--- src/rtl/exe_w6_sequencer.sv ---
// exe_w6_sequencer: buffers operation requests in a small FIFO and issues
// them one at a time to an exe_unit_w6. It waits the unit's fixed latency,
// captures the result, and returns it through a valid/ready response port
// in command order.
module exe_w6_sequencer #(
  parameter int BITS  = 8,
  parameter int DEPTH = 4,
  parameter int LAT   = 1
) (
  input  logic                       i_clk,
  input  logic                       i_rst,
  input  logic                       i_cmd_valid,
  output logic                       o_cmd_ready,
  input  logic [BITS-1:0]            i_cmd_a,
  input  logic [BITS-1:0]            i_cmd_b,
  input  logic [1:0]                 i_cmd_op,
  output logic [BITS-1:0]            o_exe_a,
  output logic [BITS-1:0]            o_exe_b,
  output logic [1:0]                 o_exe_op,
  input  logic [BITS-1:0]            i_exe_out,
  input  logic [3:0]                 i_exe_status,
  output logic                       o_rsp_valid,
  input  logic                       i_rsp_ready,
  output logic [BITS-1:0]            o_rsp_out,
  output logic [3:0]                 o_rsp_status,
  output logic [1:0]                 o_rsp_op,
  output logic [$clog2(DEPTH):0]     o_level,
  output logic [15:0]                o_done_cnt
);

  localparam int AW = $clog2(DEPTH);
  localparam int LW = AW + 1;
  localparam int CW = (LAT < 1) ? 1 : $clog2(LAT + 1);
  localparam int EW = 2 * BITS + 2;

  typedef enum logic [1:0] {
    S_IDLE = 2'd0,
    S_WAIT = 2'd1,
    S_RESP = 2'd2
  } state_t;

  // FIFO storage and bookkeeping
  logic [EW-1:0]   mem_q [DEPTH];
  logic [AW-1:0]   wr_ptr_q, rd_ptr_q;
  logic [LW-1:0]   level_q;
  logic            full_s, push_s, pop_s;
  logic [EW-1:0]   head_s;

  // Sequencer state and registered outputs
  state_t          state_q, state_d;
  logic [CW-1:0]   cnt_q, cnt_d;
  logic [BITS-1:0] exe_a_q, exe_a_d, exe_b_q, exe_b_d;
  logic [1:0]      exe_op_q, exe_op_d;
  logic [BITS-1:0] rsp_out_q, rsp_out_d;
  logic [3:0]      rsp_status_q, rsp_status_d;
  logic [1:0]      rsp_op_q, rsp_op_d;
  logic            rsp_valid_q, rsp_valid_d;
  logic [15:0]     done_q, done_d;

  // Occupancy comes from the registered level only, so a freshly pushed
  // command can never be popped in the same cycle (no bypass path).
  assign full_s = (level_q == LW'(DEPTH));
  assign push_s = i_cmd_valid && !full_s;
  assign pop_s  = (state_q == S_IDLE) && (level_q != {LW{1'b0}});
  assign head_s = mem_q[rd_ptr_q];

  // Write accepted commands into the FIFO array (data path, no reset needed)
  always_ff @(posedge i_clk) begin
    if (push_s && !i_rst) begin
      mem_q[wr_ptr_q] <= {i_cmd_op, i_cmd_b, i_cmd_a};
    end
  end

  // FIFO pointers and occupancy; pointers wrap naturally since DEPTH is a power of two
  always_ff @(posedge i_clk) begin
    if (i_rst) begin
      wr_ptr_q <= {AW{1'b0}};
      rd_ptr_q <= {AW{1'b0}};
      level_q  <= {LW{1'b0}};
    end else begin
      if (push_s) begin
        wr_ptr_q <= wr_ptr_q + AW'(1);
      end
      if (pop_s) begin
        rd_ptr_q <= rd_ptr_q + AW'(1);
      end
      case ({push_s, pop_s})
        2'b10:   level_q <= level_q + LW'(1);
        2'b01:   level_q <= level_q - LW'(1);
        default: level_q <= level_q;
      endcase
    end
  end

  // Next-state logic: issue from IDLE, count out the unit latency, hold the response
  always_comb begin
    state_d      = state_q;
    cnt_d        = cnt_q;
    exe_a_d      = exe_a_q;
    exe_b_d      = exe_b_q;
    exe_op_d     = exe_op_q;
    rsp_out_d    = rsp_out_q;
    rsp_status_d = rsp_status_q;
    rsp_op_d     = rsp_op_q;
    done_d       = done_q;
    case (state_q)
      S_IDLE: begin
        if (pop_s) begin
          exe_a_d  = head_s[BITS-1:0];
          exe_b_d  = head_s[2*BITS-1:BITS];
          exe_op_d = head_s[EW-1:2*BITS];
          cnt_d    = CW'(LAT);
          state_d  = S_WAIT;
        end else begin
          state_d  = S_IDLE;
        end
      end
      S_WAIT: begin
        if (cnt_q == {CW{1'b0}}) begin
          rsp_out_d    = i_exe_out;
          rsp_status_d = i_exe_status;
          rsp_op_d     = exe_op_q;
          state_d      = S_RESP;
        end else begin
          cnt_d        = cnt_q - CW'(1);
        end
      end
      S_RESP: begin
        if (i_rsp_ready) begin
          done_d  = done_q + 16'd1;
          state_d = S_IDLE;
        end else begin
          state_d = S_RESP;
        end
      end
      default: begin
        state_d = S_IDLE;
      end
    endcase
    rsp_valid_d = (state_d == S_RESP);
  end

  // State and output registers; reset discards any in-flight operation
  always_ff @(posedge i_clk) begin
    if (i_rst) begin
      state_q      <= S_IDLE;
      cnt_q        <= {CW{1'b0}};
      exe_a_q      <= {BITS{1'b0}};
      exe_b_q      <= {BITS{1'b0}};
      exe_op_q     <= 2'b00;
      rsp_out_q    <= {BITS{1'b0}};
      rsp_status_q <= 4'h0;
      rsp_op_q     <= 2'b00;
      rsp_valid_q  <= 1'b0;
      done_q       <= 16'h0000;
    end else begin
      state_q      <= state_d;
      cnt_q        <= cnt_d;
      exe_a_q      <= exe_a_d;
      exe_b_q      <= exe_b_d;
      exe_op_q     <= exe_op_d;
      rsp_out_q    <= rsp_out_d;
      rsp_status_q <= rsp_status_d;
      rsp_op_q     <= rsp_op_d;
      rsp_valid_q  <= rsp_valid_d;
      done_q       <= done_d;
    end
  end

  assign o_cmd_ready  = !full_s;
  assign o_level      = level_q;
  assign o_exe_a      = exe_a_q;
  assign o_exe_b      = exe_b_q;
  assign o_exe_op     = exe_op_q;
  assign o_rsp_valid  = rsp_valid_q;
  assign o_rsp_out    = rsp_out_q;
  assign o_rsp_status = rsp_status_q;
  assign o_rsp_op     = rsp_op_q;
  assign o_done_cnt   = done_q;

endmodule
--- config.mk ---
export PLATFORM = sky130hd
export DESIGN_NAME = exe_w6_sequencer
export DESIGN_NICKNAME = d
export VERILOG_FILES = /design/src/rtl/exe_w6_sequencer.sv
export SDC_FILE = /design/constraint.sdc
export NUM_CORES = 1
export LEC_CHECK = 0
export BUFFER_PORTS_ARGS = -buffer_cell sky130_fd_sc_hd__buf_2
export CORE_UTILIZATION = 55
export CTS_CLUSTER_SIZE = 14
export DETAILED_ROUTE_END_ITERATION = 6
export PLACE_DENSITY = 0.84
export RECOVER_POWER = 100
export SKIP_LAST_GASP = 1
export SYNTH_ARGS = -nofsm -noshare
export SYNTH_HDL_FRONTEND = slang
export SYNTH_SLANG_ARGS = --single-unit
--- constraint.sdc ---
create_clock -name i_clk -period 3.38 [get_ports i_clk]
set_clock_uncertainty 0.05 [all_clocks]
set_input_delay 0.507 -clock i_clk [delete_from_list [all_inputs] [get_ports i_clk]]
set_output_delay 0.507 -clock i_clk [all_outputs]
set_load 0.02 [all_outputs]
==> qor.yml <==
outcome:
  status: "completed"
timing:
  layout_min_cycle_time_ns: 2.760
  maxSlewViolCount: 0
  grt_setup_unrepaired: "no"
  fin_tns_setup_ns: 0
  tightest_slew_ns: 1.369
  layout_setup_ws_ns: 0.6200
  hold_viol_final: 0
  max_freq_mhz: 362.3
  setup_viol: 0
  max-slew-margin-rel_pct: 8.681
  fin_crit_sh_pct: 81.66
cts:
  clk_latency_ns: 0.51
  cts_tree: "yes"
  root_buffer: "clkbuf_8"
  post_cts_buffers: 0
  cts_resized: 0
  htreeDepth: 4
  cts.sinks: 131
  cts_buffers: 17
  cts.hold.buffers_added: 0
  ctsLongestPathBuffers: 2
  path_clk_slew_ns: 0.06
logic_synthesis:
  yosys_most_used_dff: "edfxtp_1"
  synth_enable_flop_cells: 72
  synthCells: 377
  syn_area_um2: 4975
  synthDistinctLibCells: 37
  synth_seq_area_share_pct: 67.20
  syn-num-nets: 418
  synth-seq-cells: 131
  ys_async_sr_fraction_pct: 0
  synth.avg_cell_area_um2: 13.20
  yosysWarnings: 0
global_route:
  grt_max_degree: 61
  grt_remaining_overflow: 0
  grt_pass1_vias: 3358
  grtUsageTotal_pct: 23.51
  grt_antenna_before_repair: 0
  grt_pass1_wl_um: 16770
route:
  routed_via_density: 5.538
  wl_per_cell_um: 17.70
  dr_total_vias: 3262
  drt-initial-drc-count: 134
  drc_errors: 0
  drtPass1Iterations: 4
  ant_nets: 0
  totalWireLength_um: 10430
final_layout:
  final_common_cell: "clkbuf_1"
  drive_gt1_share_pct: 14.14
  stdcell_area_um2: 5947
  final_nets: 509
  area_growth_pct: 19.54
  antennaDiodeCount: 0
  final_cell_mix: "clkbuf_1 (75), edfxtp_1 (72), nand2_1 (70), dfxtp_1 (59), a21oi_1 (42)"
  fillers: 633
critical_path:
  end_kind: "flip-flop"
  cp-start-kind: "flip-flop"
  path_cells: "nor3_1 -> or3_1 -> inv_1 -> ha_1 -> inv_1 -> fa_1 -> xor2_1 -> or3_1 -> a21oi_1"
  critPathSlowestCell: "or3_1"
  path_max_fanout: 20
  critPathRequiredTime_ns: 3.76
  reg2reg_from: "o_level[0]$_SDFFE_PP0P_"
  reg2reg_depth: 9
  critPathArrivalTime_ns: 3.14
  r2r_slack_ns: 0.62
  crit_start: "o_level[0]$_SDFFE_PP0P_"
  cp-endpoint: "o_level[2]$_SDFFE_PP0P_"
  cp_slowest_stage_delay_ns: 0.66
  critPathKind: "reg -> reg"
  r2r-end: "o_level[2]$_SDFFE_PP0P_"
power:
  p_total_mw: 5.029
  p_leak_nw: 1.993
  p_per_area_nw_per_um2: 845.6
  ir_drop_mv: 0.5712
floorplanning:
  ios: 87
  rows: 34
  core-area_um2: 8721
  die_h_um: 97.11
  die_width_um: 97.11
  die_area_um2: 9429
  start_util_pct: 57.04
placed_design:
  place_ws_ns: 0.7558
  portBuffers: 86
  globalplace.congestion: 0.7776
  dpl_cell_area_um2: 5493
  hpwl_um: 6308
run:
  drv_cap: 0
hold_path:
  hold_path_class: "in -> reg"
## sequential cells by signal, summed over array words and instances, names as in the netlist, 2 cells and up
signal,cells
mem_q,72
o_done_cnt,16
o_exe_a,8
o_exe_b,8
o_rsp_out,8
o_rsp_status,4
o_level,3
o_exe_op,2
o_rsp_op,2
rd_ptr_q,2
state_q,2
wr_ptr_q,2
## critical path, delay by kind of cell (launching register included)
family / cells / cell delay, ns
and+or+nand+nor: 3 / 1.09
DFF: 1 / 0.41
adders and majority gates: 2 / 0.57
xor gates and xnor gates: 1 / 0.17
AOI/OAI and AO/OA: 1 / 0.15
buffers and inverters: 2 / 0.25
## cell families (layout without fill, tap and decap cells)
kind of cell,after synthesis,after routing,share of synthesized area (%)
DFF,131,131,67.20
and+or+nand+nor,131,131,12.83
AOI/OAI and AO/OA,48,48,4.929
buffers and inverters,26,130,2.087
muxes,20,20,8.576
xor gates and xnor gates,14,14,2.465
adders and majority gates,7,7,1.911
## routing by layer
layer / routed length [um] / track usage, % / vias up / share of wire (%)
met4: 88 / 10.22 / 0 / 0.84
met1: 4252 / 28.79 / 1589 / 41
li1: - / - / 1546 / -
met2: 5453 / 39.76 / 119 / 52
met3: 632 / 5.755 / 8 / 6.1
met5: 0 / 0 / - / 0
## where the power goes
group	leakage (nW)	internal (mW)	total (mW)	switching (mW)
clock network	0.271	1.13	1.79	0.663
registers	1.13	1.90	2.06	0.155
logic	0.587	0.399	1.18	0.784
## metrics by stage
step | instances | util, % | hold slack [ns]
after floorplan | 377 | - | 0.4080
after global placement | 557 | 62.98 | 0.3891
after detailed placement | 557 | 62.98 | 0.3930
after CTS | 589 | 69.70 | 0.1458
after global routing | 589 | 68.19 | 0.1796
final | 589 | 68.19 | 0.1899
## cell type report
class | instances | area [um^2] | share of cell area (%)
Clock buffer | 20 | 425.4 | 7.153
Clock inverter | 12 | 160.2 | 2.693
Inverter | 9 | 33.78 | 0.5681
Multi-Input combinational cell | 220 | 1489 | 25.04
Sequential cell | 131 | 3343 | 56.22
Tap cell | 108 | 135.1 | 2.272
Timing Repair Buffer | 89 | 360.3 | 6.059
## worst min path at each step
stage,startpoint,end,slack [ns],cells after the start
after detailed placement,o_rsp_status[0]$_SDFFE_PP0P_,o_rsp_status[0]$_SDFFE_PP0P_,0.39,2
after global placement,o_rsp_out[6]$_SDFFE_PP0P_,o_rsp_out[6]$_SDFFE_PP0P_,0.39,2
after CTS,i_cmd_a[0],mem_q[1][0]$_DFFE_PP_,0.15,1
after global routing,i_exe_out[1],o_rsp_out[1]$_SDFFE_PP0P_,0.18,3
after floorplan,cnt_q$_SDFFE_PP0P_,state_q[0]$_SDFF_PP0_,0.41,2
final,i_exe_out[6],o_rsp_out[6]$_SDFFE_PP0P_,0.19,3
## synth_stat cells (2+ instances only)
| cell | instances | share of area [%] |
|---|---|---|
| or3_1 | 3 | 0.38 |
| nand3_1 | 5 | 0.50 |
| xor2_1 | 6 | 1.1 |
| ha_1 | 6 | 1.5 |
| xnor2_1 | 8 | 1.4 |
| mux4_2 | 18 | 8.1 |
| buf_2 | 5 | 0.50 |
| inv_1 | 9 | 0.68 |
| dfxtp_1 | 59 | 24 |
| nor4_1 | 2 | 0.25 |
| or3_2 | 2 | 0.30 |
| nor2_1 | 23 | 1.7 |
| nor3_1 | 4 | 0.40 |
| clkbuf_1 | 11 | 0.83 |
| o31ai_1 | 2 | 0.30 |
| or4_4 | 2 | 0.45 |
| o21ai_0 | 4 | 0.40 |
| nand4_1 | 3 | 0.38 |
| edfxtp_1 | 72 | 43 |
| and2_1 | 4 | 0.50 |
| a21oi_1 | 42 | 4.2 |
| nor2b_1 | 2 | 0.25 |
| or4_1 | 2 | 0.30 |
| nand2_1 | 70 | 5.3 |
(Power assumes the default switching activity.)
